<file path="config.mk">
export PLATFORM = sky130hd
export DESIGN_NAME = matrix_stream_chunker
export DESIGN_NICKNAME = d
export VERILOG_FILES = /design/src/rtl/matrix_stream_chunker.sv
export SDC_FILE = /design/constraint.sdc
export NUM_CORES = 1
export LEC_CHECK = 0
export CAP_MARGIN = 20
export CORE_ASPECT_RATIO = 0.5
export CORE_UTILIZATION = 45
export CTS_BUF_LIST = sky130_fd_sc_hd__clkbuf_2
export CTS_CLUSTER_SIZE = 25
export DETAILED_ROUTE_END_ITERATION = 12
export GPL_TIMING_DRIVEN = 0
export PLACE_DENSITY_LB_ADDON = 0.25
export SYNTH_ARGS = -nofsm -noshare
export SYNTH_HDL_FRONTEND = slang
export SYNTH_SLANG_ARGS = --single-unit
</file>
<file path="constraint.sdc">
create_clock -name clk -period 2.58 [get_ports clk]
set_clock_uncertainty 0.15 [all_clocks]
set_input_delay 0.258 -clock clk [delete_from_list [all_inputs] [get_ports clk]]
set_output_delay 0.258 -clock clk [all_outputs]
set_load 0.1 [all_outputs]
</file>
<file path="src/rtl/matrix_stream_chunker.sv">
// Row-stream to COMPUTE_DIM1 x COMPUTE_DIM0 chunk reshaper; MATRIX_STREAM_CHUNKER_DOUBLE_BUF_EN selects ping-pong banks.
// First chunk of a strip is valid 1 cycle after its last row; in_ready drops while the write bank is full.
module matrix_stream_chunker #(
    parameter int TOTAL_DIM0   = 4,
    parameter int TOTAL_DIM1   = 4,
    parameter int COMPUTE_DIM0 = 2,
    parameter int COMPUTE_DIM1 = 2,
    parameter int DATA_WIDTH   = 8
) (
    input  logic                  clk,
    input  logic                  rst,
    input  logic [DATA_WIDTH-1:0] in_data [TOTAL_DIM0],
    input  logic                  in_valid,
    output logic                  in_ready,
    output logic [DATA_WIDTH-1:0] out_data [COMPUTE_DIM0*COMPUTE_DIM1],
    output logic                  out_valid,
    input  logic                  out_ready,
    output logic                  out_last
);
    localparam int DEPTH0 = TOTAL_DIM0 / COMPUTE_DIM0;
    localparam int DEPTH1 = TOTAL_DIM1 / COMPUTE_DIM1;
    localparam int ROW_W  = (COMPUTE_DIM1 > 1) ? $clog2(COMPUTE_DIM1) : 1;
    localparam int K_W    = (DEPTH0 > 1) ? $clog2(DEPTH0) : 1;
    localparam int S_W    = (DEPTH1 > 1) ? $clog2(DEPTH1) : 1;
    localparam int COL_W  = (TOTAL_DIM0 > 1) ? $clog2(TOTAL_DIM0) : 1;
    localparam logic [ROW_W-1:0] ROW_LAST = ROW_W'(COMPUTE_DIM1 - 1);
    localparam logic [K_W-1:0]   K_LAST   = K_W'(DEPTH0 - 1);
    localparam logic [S_W-1:0]   S_LAST   = S_W'(DEPTH1 - 1);

    if ((TOTAL_DIM0 % COMPUTE_DIM0 != 0) || (TOTAL_DIM1 % COMPUTE_DIM1 != 0)) begin : g_bad_dims
        $fatal(1, "matrix_stream_chunker: TOTAL_DIM must be a multiple of COMPUTE_DIM");
    end

`ifdef MATRIX_STREAM_CHUNKER_DOUBLE_BUF_EN
    localparam int NBANK = 2;
`else
    localparam int NBANK = 1;
`endif

    logic [DATA_WIDTH-1:0] mem [NBANK][COMPUTE_DIM1][TOTAL_DIM0];
    logic [ROW_W-1:0] in_row;
    logic [K_W-1:0]   k;
    logic [S_W-1:0]   s;
    logic             wr_bank;
    logic             rd_bank;
    logic             in_fire;
    logic             out_fire;
    logic             fill_done;
    logic             drain_done;

    assign in_fire    = in_valid && in_ready;
    assign out_fire   = out_valid && out_ready;
    assign fill_done  = in_fire && (in_row == ROW_LAST);
    assign drain_done = out_fire && (k == K_LAST);
    assign out_last   = out_valid && (k == K_LAST) && (s == S_LAST);

    always_ff @(posedge clk) begin
        if (rst) begin
            in_row <= '0;
            k      <= '0;
            s      <= '0;
        end else begin
            if (in_fire)
                in_row <= fill_done ? '0 : in_row + 1'b1;
            if (out_fire)
                k <= drain_done ? '0 : k + 1'b1;
            if (drain_done)
                s <= (s == S_LAST) ? '0 : s + 1'b1;
        end
    end

    // Data storage has no reset: bank flags alone decide what is ever presented.
    always_ff @(posedge clk) begin
        if (in_fire) begin
            for (int c = 0; c < TOTAL_DIM0; c++)
                mem[wr_bank][in_row][c] <= in_data[c];
        end
    end

    for (genvar r = 0; r < COMPUTE_DIM1; r++) begin : g_chunk_row
        for (genvar c = 0; c < COMPUTE_DIM0; c++) begin : g_chunk_col
            assign out_data[r*COMPUTE_DIM0 + c] =
                mem[rd_bank][r][COL_W'(int'(k) * COMPUTE_DIM0 + c)];
        end
    end

`ifdef MATRIX_STREAM_CHUNKER_DOUBLE_BUF_EN
    logic [1:0] full;
    logic       wr_ptr;
    logic       rd_ptr;

    // A fill and a drain can only coincide on different banks, so both updates apply.
    always_ff @(posedge clk) begin
        if (rst) begin
            full   <= '0;
            wr_ptr <= 1'b0;
            rd_ptr <= 1'b0;
        end else begin
            if (fill_done) begin
                full[wr_ptr] <= 1'b1;
                wr_ptr       <= ~wr_ptr;
            end
            if (drain_done) begin
                full[rd_ptr] <= 1'b0;
                rd_ptr       <= ~rd_ptr;
            end
        end
    end

    assign in_ready  = !full[wr_ptr];
    assign out_valid = full[rd_ptr];
    assign wr_bank   = wr_ptr;
    assign rd_bank   = rd_ptr;
`else
    typedef enum logic {FILL, DRAIN} state_t;
    state_t state;
    state_t state_nx;

    always_ff @(posedge clk) begin
        if (rst)
            state <= FILL;
        else
            state <= state_nx;
    end

    always_comb begin
        state_nx  = state;
        in_ready  = (state == FILL);
        out_valid = (state == DRAIN);
        case (state)
            FILL:    if (in_valid && (in_row == ROW_LAST)) state_nx = DRAIN;
            DRAIN:   if (out_ready && (k == K_LAST))       state_nx = FILL;
            default: state_nx = FILL;
        endcase
    end

    assign wr_bank = 1'b0;
    assign rd_bank = 1'b0;
`endif

endmodule

</file>
Word level (Yosys, flattened, before mapping)
Memories as Yosys holds them, arrays and structs flattened.
Cells that the tools add are included.
{"block": "totals", "regBits": 4, "output_inout_bits": 35, "n_memories": 1, "word_cells": 57, "ramBits": 64, "inputBits": 36}
{"memory": "mem", "depth": 1, "width": 64, "rd": 1, "rd_ports_with_merged_regs": 0, "write_ports": 4, "line_no": "40", "rtl": "logic [DATA_WIDTH-1:0] mem [NBANK][COMPUTE_DIM1][TOTAL_DIM0];"}
{"block": "classes", "order_cmp": 4, "muxes": 31, "n_reduce_logical": 9, "n_bitwise": 4, "addsub": 4}
{"op": "$mux W64", "n": 4}
{"op": "$demux W32 S1", "n": 4}
{"op": "$mux W8", "n": 9}
{"op": "$bmux W8 S2", "n": 4}
{"op": "$mux W32", "n": 1}
{"op": "$mux W24", "n": 1}
{"op": "$mux W16", "n": 1}
{"op": "$logic_and A1 B1 Y1", "n": 9}
{"op": "$ge A2 B3 Y1 const B", "n": 2}
{"op": "$mux W1", "n": 6}
{"op": "$not A2 Y2", "n": 2}
{"op": "$add A1 B1 Y1 const B", "n": 3}
{"op": "$add A2 B1 Y2 const B", "n": 1}
{"op": "$ge A2 B2 Y1 const B", "n": 1}
{"op": "$lt A2 B1 Y1 const B", "n": 1}
{"op": "$not A1 Y2", "n": 1}
{"op": "$pmux W1 S2", "n": 1}
{"op": "$not A1 Y1", "n": 1}

Longest topological paths before layout
{"block": "depth", "word_depth": 6, "mapped_depth": 4, "depth_no_buf": 3}

Worst setup path after synthesis
No wires, ideal clock.
{"block": "synth_timing", "kind": "reg2reg", "startpoint": "register state (netlist: out_valid)", "endpoint": "memory mem[0][32] (netlist name) (enable)", "period_less_slack_ps": 3078, "slack_ps": -498, "arrival_ps": 2503, "path_stages_with_launch": 3, "setup_ps": 425, "path_cell_list": "dfxtp_1 -> nor2b_1 -> nor2b_1"}
{"item": "from (decl)", "line_no": "116", "rtl": "state_t state;"}
{"item": "from (signal assigned)", "line_no": "123", "rtl": "state <= state_nx;"}
{"item": "to (decl)", "line_no": "40"}

==> summary.txt <==
Outcome
  • Status: finished, final reports clean

Timing
  • Final Hold Vio Count: 0
  • Worst-margin pin slew: between 0.9 and 1 ns
  • Final period util: 93.4%
  • Max Freq: 415 MHz
  • Slew Viols, Final: 0
  • Fin worst setup slack: 0.171 ns
  • Setup_tns: 0 ns
  • Slew margin rel.: between 30% and 40%
  • Setup violations, final: 0
  • Crit path time final: ~2.4 ns
  • RSZ-0062 raised after global routing: false

Critical path
  • Type of destination of the critical path: primary output
  • Critical Path Source Type: flop
  • CP max FO: 9
  • Worst Path Required: between 2 and 2.5 ns
  • Crit path DAT: ~2 ns
  • WS Path Type: reg2out

Clocking
  • CTS tree: yes
  • Clock Latency Late Sink: 0.44 ns
  • Max clock buf depth: 2
  • H-tree levels: 3
  • Inserted Clock Buffers: 9
  • Root buf cell: clkbuf_2
  • Clock transition at path regs: 0.17 ns
  • Post-CTS Setup Bufs: 0
  • CTS Hold Bufs: 0
  • CTS sink cnt: 68

Placement
  • Pre-CTS setup slack: 0.200 ns
  • Dpl cells: 262
  • Post-DP Area: 3420 um^2
  • PortBufs: 70
  • Routability cong.: 0.652
  • Placed wire-length estimate: 2820 um

Global routing
  • Gr usage total: 15.4%
  • First-pass GRT wire length: roughly 6600 um
  • Vias in the first global route: between 1000 and 1500
  • Initial antenna violation count: 0
  • Total gr overflow: 0
  • Largest net degree at the start of global routing: 33

Layout
  • Layout Nets: around 240
  • Diode count: 0
  • Non-Filler Instances: approximately 280
  • FF+latch area: 2000 um^2
  • Multi-input logic area: between 500 and 600 um^2
  • Share of layout cells above drive strength 1: 40.5%
  • Final instance area: 3570 um^2
  • # fillers: 415
  • Area growth syn-to-layout: 36.5%

Power and ir drop
  • Total power: between 2 and 3 mW
  • Pleak: 1.29 nW
  • Worst vdd ir: 359 uV
  • Power per Cell Area: 738 nW/um^2

Detailed routing
  • Routed Antenna Nets: 0
  • Post-Route WL: ~4200 um
  • Routed len/inst: 15.1 um
  • Pre-antenna DRT Iters: 5
  • DR vias: 1308
  • First DRT Iteration DRCs: 46
  • Post-DR vias/cell: 4.71
  • DRC: 0

Run
  • Max-cap violations: 0

Floorplanning
  • Die area: 6150 um^2
  • Core area: 5540 um^2
  • Die X: ~110 um
  • Die Y: 55.9 um
  • Boundary pin count: 71
  • FP Rows: 19
  • Initial Utilization: 47.3%

Yosys
  • YS warnings: 0
  • Seq/Total Area, Yosys: 76.4%
  • Syn Area/Cell: 22.0 um^2
  • Netlist cell types: 18
  • Synth Register Bits: between 60 and 70
  • Mapped Area: ~2600 um^2
  • Mapped Cells: 119
  • Syn nets: 155

Min path
  • Hold Path Class: in2reg
[layout by cell type, fill, tap and decap left out]
cell and instances:
dlymetal6s2s_1 1, a311oi_1 1, nor2_1 3, clkinv_2 1, xnor2_1 1, xor2_1 2, buf_8 1, nand3_1 1
mux2_2 5, clkdlybuf4s50_1 35, nor2b_1 1, inv_1 1, clkdlybuf4s15_2 28, nor2b_4 1, clkinv_1 1, bufinv_16 2
buf_12 2, and3_1 1, dlygate4sd2_1 4, clkbuf_2 13, nand2_1 1, mux2_4 27, buf_6 1, and2_2 1
dfxtp_1 4, clkinvlp_4 1, edfxtp_1 64, a21oi_1 1
[registers in the layout (all words and copies together) (netlist names)]
signal / flops
s: 1
k: 1
in_row: 1
out_valid: 1
mem: 64
[cell type report]
| cell class | instances | share of cell area (%) |
|---|---|---|
| clock buffer | 11 | 1.54 |
| sequential | 68 | 56.0 |
| tap | 73 | 2.56 |
| timing repair buffer | 70 | 20.2 |
| buffer | 4 | 1.86 |
| multi-input combinational | 46 | 15.5 |
| clock inverter | 5 | 2.14 |
| inverter | 1 | 0.105 |
[what timing repair did]
item,in CTS,in global routing
endpoints found under the hold margin,0,0
setup endpoints to repair,34,3
gates resized for setup,90,5
gates cloned,0,0
[report_power, final]
part	leakage, nW	internal, mW	total, mW	switching (mW)
clock	0.0796	0.325	0.669	0.344
combinational	0.580	0.186	0.646	0.460
sequential	0.631	1.30	1.32	0.0227
total	1.29	1.81	2.64	0.826
[kinds of logic (layout without fill, tap and decap cells)]
family                    count (synthesis)  count (layout)  synth area share (%)
AOI/OAI and AO/OA                         2               2                 0.525
xor gates and xnor gates                  3               3                  1.00
buffers and inverters                     5              91                  2.68
DFF                                      68              68                  76.4
muxes                                    32              32                  17.6
and+or+nand+nor                           9               9                  1.72
[metal layers]
| metal | share of wire (%) | wire length (um) | global-route usage [%] | up-vias |
|---|---|---|---|---|
| li1 | - | - | - | 627 |
| met1 | 42 | 1760 | 17.9 | 636 |
| met2 | 52 | 2180 | 25.4 | 41 |
| met3 | 5.2 | 219 | 6.44 | 4 |
| met4 | 0.90 | 38 | 6.29 | 0 |
| met5 | 0 | 0 | 0 | - |
[synthesized netlist by cell type, drive strengths merged]
master,count,area [um^2]
edfxtp,64,1920
mux2,32,462
buf,4,66.3
dfxtp,4,80.1
nor2,3,11.3
nor2b,2,12.5
xor2,2,17.5
a21oi,1,5.00
a311oi,1,8.76
and2,1,6.26
and3,1,6.26
inv,1,3.75
nand2,1,3.75
nand3,1,5.00
xnor2,1,8.76
[per-stage QoR]
step           hold slack [ns]  utilization [%]
2_1_floorplan            0.180                -
3_3_place_gp             0.346             61.6
3_5_place_dp             0.357             61.7
4_1_cts                  0.164             64.6
5_1_grt                  0.147             64.5
6_report                 0.226             64.5
[critical path, stage by stage (launching register included)]
cell and delay (ns):
dfxtp_1 0.35, buf_6 0.15, mux2_2 0.22, dlygate4sd2_1 0.84
[path summary, 6_finish.rpt]
check | from | to | slack [ns] | cells after the start
setup / recovery | k | out_data[27] | 0.17 | 3
hold / removal | in_data[12] | mem[0][44] | 0.23 | 1
setup reg to reg | out_valid | mem[0][33] | 0.63 | 2
hold reg to reg | s | s | 0.39 | 2
Note: power is estimated with default switching activity, not from simulation.
